===== config.mk =====
export PLATFORM = sky130hd
export DESIGN_NAME = param_regfile
export DESIGN_NICKNAME = d
export VERILOG_FILES = /design/src/rtl/param_regfile.sv
export SDC_FILE = /design/constraint.sdc
export NUM_CORES = 1
export LEC_CHECK = 0
export BUFFER_PORTS_ARGS = -buffer_cell sky130_fd_sc_hd__buf_2
export CAP_MARGIN = 10
export CORE_MARGIN = 2
export CORE_UTILIZATION = 33
export DETAILED_ROUTE_END_ITERATION = 10
export SYNTH_ARGS = -nofsm -noshare
export SYNTH_HDL_FRONTEND = slang
export SYNTH_SLANG_ARGS = --single-unit

===== constraint.sdc =====
create_clock -name CLK -period 5.3 [get_ports CLK]
set_input_delay 0.795 -clock CLK [delete_from_list [all_inputs] [get_ports CLK]]
set_output_delay 0.795 -clock CLK [all_outputs]
set_load 0.02 [all_outputs]

===== src/rtl/param_regfile.sv =====
// DEPTH x WIDTH register file: masked clear/load/inc/dec with sticky wrap flags, two combinational read ports.
// Optional build macro REGFILE_SATURATE_EN: counters saturate instead of wrapping (flags still set).

module param_regfile_cell #(
  parameter int WIDTH = 8
) (
  input  logic             CLK,
  input  logic             Reset,
  input  logic             Sel,
  input  logic [1:0]       FunSel,
  input  logic [WIDTH-1:0] I,
  output logic [WIDTH-1:0] Q,
  output logic             Flag
);
  logic allOnes, allZero;
  assign allOnes = &Q;
  assign allZero = ~|Q;

  always_ff @(posedge CLK) begin
    if (Reset) begin
      Q    <= '0;
      Flag <= 1'b0;
    end else if (Sel) begin
      unique case (FunSel)
        2'b00: begin Q <= '0; Flag <= 1'b0; end
        2'b01: begin Q <= I;  Flag <= 1'b0; end
        2'b10: begin
`ifdef REGFILE_SATURATE_EN
          Q <= allOnes ? Q : Q + WIDTH'(1);
`else
          Q <= Q + WIDTH'(1);
`endif
          Flag <= Flag | allOnes;
        end
        default: begin
`ifdef REGFILE_SATURATE_EN
          Q <= allZero ? Q : Q - WIDTH'(1);
`else
          Q <= Q - WIDTH'(1);
`endif
          Flag <= Flag | allZero;
        end
      endcase
    end
  end
endmodule

module param_regfile #(
  parameter  int WIDTH = 8,
  parameter  int DEPTH = 4,
  localparam int SELW  = $clog2(DEPTH)
) (
  input  logic             CLK,
  input  logic             Reset,
  input  logic             E,
  input  logic [1:0]       FunSel,
  input  logic [DEPTH-1:0] RegSel,
  input  logic [WIDTH-1:0] I,
  input  logic [SELW-1:0]  OutASel,
  input  logic [SELW-1:0]  OutBSel,
  output logic [WIDTH-1:0] OutA,
  output logic [WIDTH-1:0] OutB,
  output logic             OutAFlag,
  output logic             OutBFlag,
  output logic [DEPTH-1:0] FlagVec,
  output logic             AnyFlag
);
  logic [DEPTH-1:0][WIDTH-1:0] regQ;

  for (genvar k = 0; k < DEPTH; k++) begin : gReg
    param_regfile_cell #(.WIDTH(WIDTH)) uCell (
      .CLK   (CLK),
      .Reset (Reset),
      .Sel   (E & RegSel[k]),
      .FunSel(FunSel),
      .I     (I),
      .Q     (regQ[k]),
      .Flag  (FlagVec[k])
    );
  end

  assign AnyFlag = |FlagVec;

  // Indices >= DEPTH match no register and read back as zero.
  always_comb begin
    OutA     = '0;
    OutB     = '0;
    OutAFlag = 1'b0;
    OutBFlag = 1'b0;
    for (int k = 0; k < DEPTH; k++) begin
      if (OutASel == SELW'(k)) begin
        OutA     = regQ[k];
        OutAFlag = FlagVec[k];
      end
      if (OutBSel == SELW'(k)) begin
        OutB     = regQ[k];
        OutBFlag = FlagVec[k];
      end
    end
  end
endmodule


==> Flow_metrics.wiki <==
{| class="wikitable"
! Metric !! Value
|-
| GRT overflow || 0
|-
| DR iter-0 viols || 259
|-
| Most common cell in the netlist || nor2_1
|-
| Setup TNS || 0 ps
|-
| Number of instances in the synthesized netlist || 400
|-
| Basic-gate share of the synthesized area counting and, or, nand and nor cells || 0.182
|-
| Number of buffers created by CTS || 5
|-
| Area Growth Syn to Fin || 10.0%
|-
| Pint || 0.538 mW
|-
| DR DRC count || 0
|-
| Final setup vio count || 0
|-
| Number of antenna violations at the first check in global routing || 0
|-
| Minimum hold slack || 553 ps
|-
| TritonCTS clock tree || built
|-
| Final Skew || 7.36 ps
|-
| Unrepaired setup endpoints after global routing || no
|-
| Proportion of layout cells with a drive suffix above 1 || 0.181
|-
| Tmin final || 3550 ps
|-
| Die footprint || 0.0111 mm^2
|-
| Met2 Track Usage GR || 0.344
|-
| DP HPWL || 7570 um
|-
| Average footprint of a synthesized cell || 8.45 um^2
|-
| Proportion of synthesized chip area in sequential cells || 0.213
|-
| Number of cells traversed by the worst register-to-register path || 7
|-
| Number of routed nets with antenna violations || 0
|-
| Proportion of total power due to net switching || 0.384
|-
| I/O Pins || 44
|-
| Tot GR Track Use || 0.193
|-
| Peak supply drop || 0.0914 mV
|-
| DR vias || 3244
|-
| Die outline height || 105 um
|-
| Critical Setup Path Class || in -> reg
|-
| Summed instance area of the synthesized netlist || 0.00338 mm^2
|-
| Core Rows || 36
|-
| Clock Root Buffer || clkbuf_8
|-
| Least-Margin Pin Slew || 990 ps
|-
| Drt total wl || 10500 um
|-
| Number of enable flip-flop cells after synthesis || 0
|-
| Portion of netlist area occupied by mux cells || 0.133
|-
| Yosys top cell by area || dfxtp_1
|-
| Net switching power || 0.336 mW
|-
| Effective utilization at floorplan || 0.342
|-
| Met3 usage in global routing || 0.0243
|-
| Post-synthesis sequential element count || 36
|-
| Share of total power in the clock network || 0.248
|-
| Final cell area excluding filler cells || 0.00372 mm^2
|-
| Max-capacitance violation count || 0
|-
| Via count of the first global-routing pass || 3164
|-
| Area fraction in compound gates after synthesis || 0.258
|-
| Buffer levels on the longest clock path || 2
|-
| Final Hold Violating Endpoints || 0
|-
| Share of the clock period used by the worst path || 0.671
|-
| H-tree Lvls || 2
|-
| Highest fanout seen on the critical path || 40
|-
| Endpoint type of the worst setup path || flop
|-
| FF-to-FF setup slack || 3290 ps
|-
| Number of setup buffers added after CTS || 0
|-
| Data required time of the worst path || 5480 ps
|-
| Number of resized instances in the post-cts repair step || 0
|-
| Leak || 1.46 nW
|-
| Detailed-route wire length per cell || 18.8 um
|-
| Worst r2r src || gReg[0].uCell.Q[0]
|-
| Endpoint of the worst-slack reg-to-reg timing path || gReg[0].uCell.Q[6]
|-
| DRT Pass-1 Iters || 6
|-
| Logic gate share of total power || 0.378
|-
| Cell types occupying the most area after synthesis || dfxtp_1 21%, mux4_2 11%, ha_1 9.6%
|-
| Max Transition Viols Final || 0
|-
| Xor and xnor area share after synthesis || 0.0363
|-
| Worst-case headroom to the max-slew limit || 0.340
|-
| Top cells by instance count after synthesis || 37 x nor2_1, 36 x dfxtp_1, 34 x a21oi_1, 32 x o21ai_0, 27 x nand2_1
|-
| Number of synthesis warnings || 0
|-
| Most Used Layer, Global Route || met2
|-
| Number of I/O port buffers || 43
|-
| Largest net degree at the start of global routing || 41
|-
| Clock slew at reported path FFs || 90 ps
|-
| First-pass GRT wire length || 17000 um
|-
| Worst-skew pair later-pin latency || 300 ps
|-
| Met1 track demand over resource || 0.240
|-
| # clock sinks || 36
|-
| Die boundary width || 105 um
|-
| Hold-fix buffers at CTS || 0
|-
| Adder-cell share of the synthesized area || 0.120
|-
| Library cells used by synthesis || 48
|-
| Ant. Diodes || 0
|-
| Max Clk Rate || 281 MHz
|-
| Final estimated routing congestion in global placement || 0.826
|-
| Critical path startpoint category || input pin
|-
| Dominant synthesized flop cell || dfxtp_1
|-
| Share of total power in sequential cells || 0.373
|-
| Outcome || completed
|-
| Power density normalized to cell area || 235 mW/mm^2
|-
| Main combinational cell family by area after synthesis || compound AO/OA/AOI/OAI gates
|-
| Critical Path Start || FunSel[1]
|-
| Total power || 0.874 mW
|-
| Worst EP arrival || 3730 ps
|-
| Proportion of netlist area held by the largest area contributor || 0.213
|-
| Number of vias per cell || 5.81
|-
| Tightest Hold Check Type || reg -> reg
|-
| Placeable core region || 0.00986 mm^2
|-
| Mapped Nets || 451
|-
| Share of synthesized registers carrying an async set or reset || 0
|-
| Capturing element of the worst setup path || gReg[0].uCell.Q[5]
|-
| Area after DPL || 0.00362 mm^2
|-
| Nets || 475
|}
==> through the flow <==
stage,worst slack (ps),utilization,cells
2_1_floorplan,2650,-,400
3_3_place_gp,1520,0.367,550
3_5_place_dp,1450,0.367,550
4_1_cts,1770,0.377,558
5_1_grt,1570,0.377,558
6_report,1750,0.377,558
==> final cells by class <==
type	instances	area [um^2]
inverter	15	56.3
timing repair buffer	43	215
clock inverter	2	10.0
clock buffer	6	82.6
tap	133	166
multi-input combinational	323	2460
sequential	36	721
fill	972	6150
==> flip-flops by register name, summed over array words and instances (netlist names) <==
register and flops:
gReg.uCell.Q 32, gReg.uCell.Flag 4
==> critical path, stage by stage <==
cell      delay, ps
buf_2           540
nand2b_2        730
ha_1            620
o21ai_1          80
nor2_1          270
mux2_4          330
o31ai_1         240
a31oi_1         100
==> layer usage <==
metal / routed length, um / vias to the layer above
met3: 533 / 12
met5: 0 / -
met2: 5360 / 111
li1: - / 1572
met4: 219 / 0
met1: 4350 / 1549
==> power groups by stage <==
stage / logic, mW / registers, mW / clock network [mW]
after global routing: 0.366 / 0.329 / 0.230
after CTS: 0.330 / 0.325 / 0.218
final: 0.331 / 0.326 / 0.217
after detailed placement: 0.328 / 0.331 / 0
after floorplan: 0.267 / 0.314 / 0
after global placement: 0.320 / 0.330 / 0
==> how the worst min path moves through the flow <==
stage | start | to | slack (ps) | cells after the start
finish | gReg[1].uCell.Flag | gReg[1].uCell.Flag | 550 | 2
global route | gReg[1].uCell.Flag | gReg[1].uCell.Flag | 600 | 2
CTS | gReg[2].uCell.Flag | gReg[2].uCell.Flag | 560 | 2
detailed placement | gReg[2].uCell.Flag | gReg[2].uCell.Flag | 540 | 2
global placement | gReg[2].uCell.Flag | gReg[2].uCell.Flag | 540 | 2
floorplan | gReg[1].uCell.Q[1] | gReg[1].uCell.Q[1] | 490 | 2
==> kinds of logic (layout without fill, tap and decap cells) <==
logic type      after synthesis  in the layout
flops                        36             36
buf+inv                      41             66
compound gates              132            132
fa+ha+maj                    30             30
mux                          21             21
simple gates                126            126
xor+xnor                     14             14
==> layout by cell type, fill, tap and decap left out, types with 3 or more instances in the layout <==
cell type,count
nand3b_1,7
nor2b_1,8
a21oi_1,34
a31oi_1,12
mux4_2,16
inv_1,15
ha_1,26
xnor2_1,12
nor4_1,8
nand3_1,10
nor3_1,9
o31ai_1,7
o211ai_1,5
nand4_1,8
buf_2,43
and2_1,5
a211oi_2,4
nor2_1,37
a311oi_1,7
o21ai_0,32
clkbuf_8,6
a21o_1,5
fa_1,4
nand2b_1,4
o221ai_2,3
nand2_1,27
a211oi_1,10
dfxtp_1,36
Note: power is estimated with default switching activity, not from simulation.
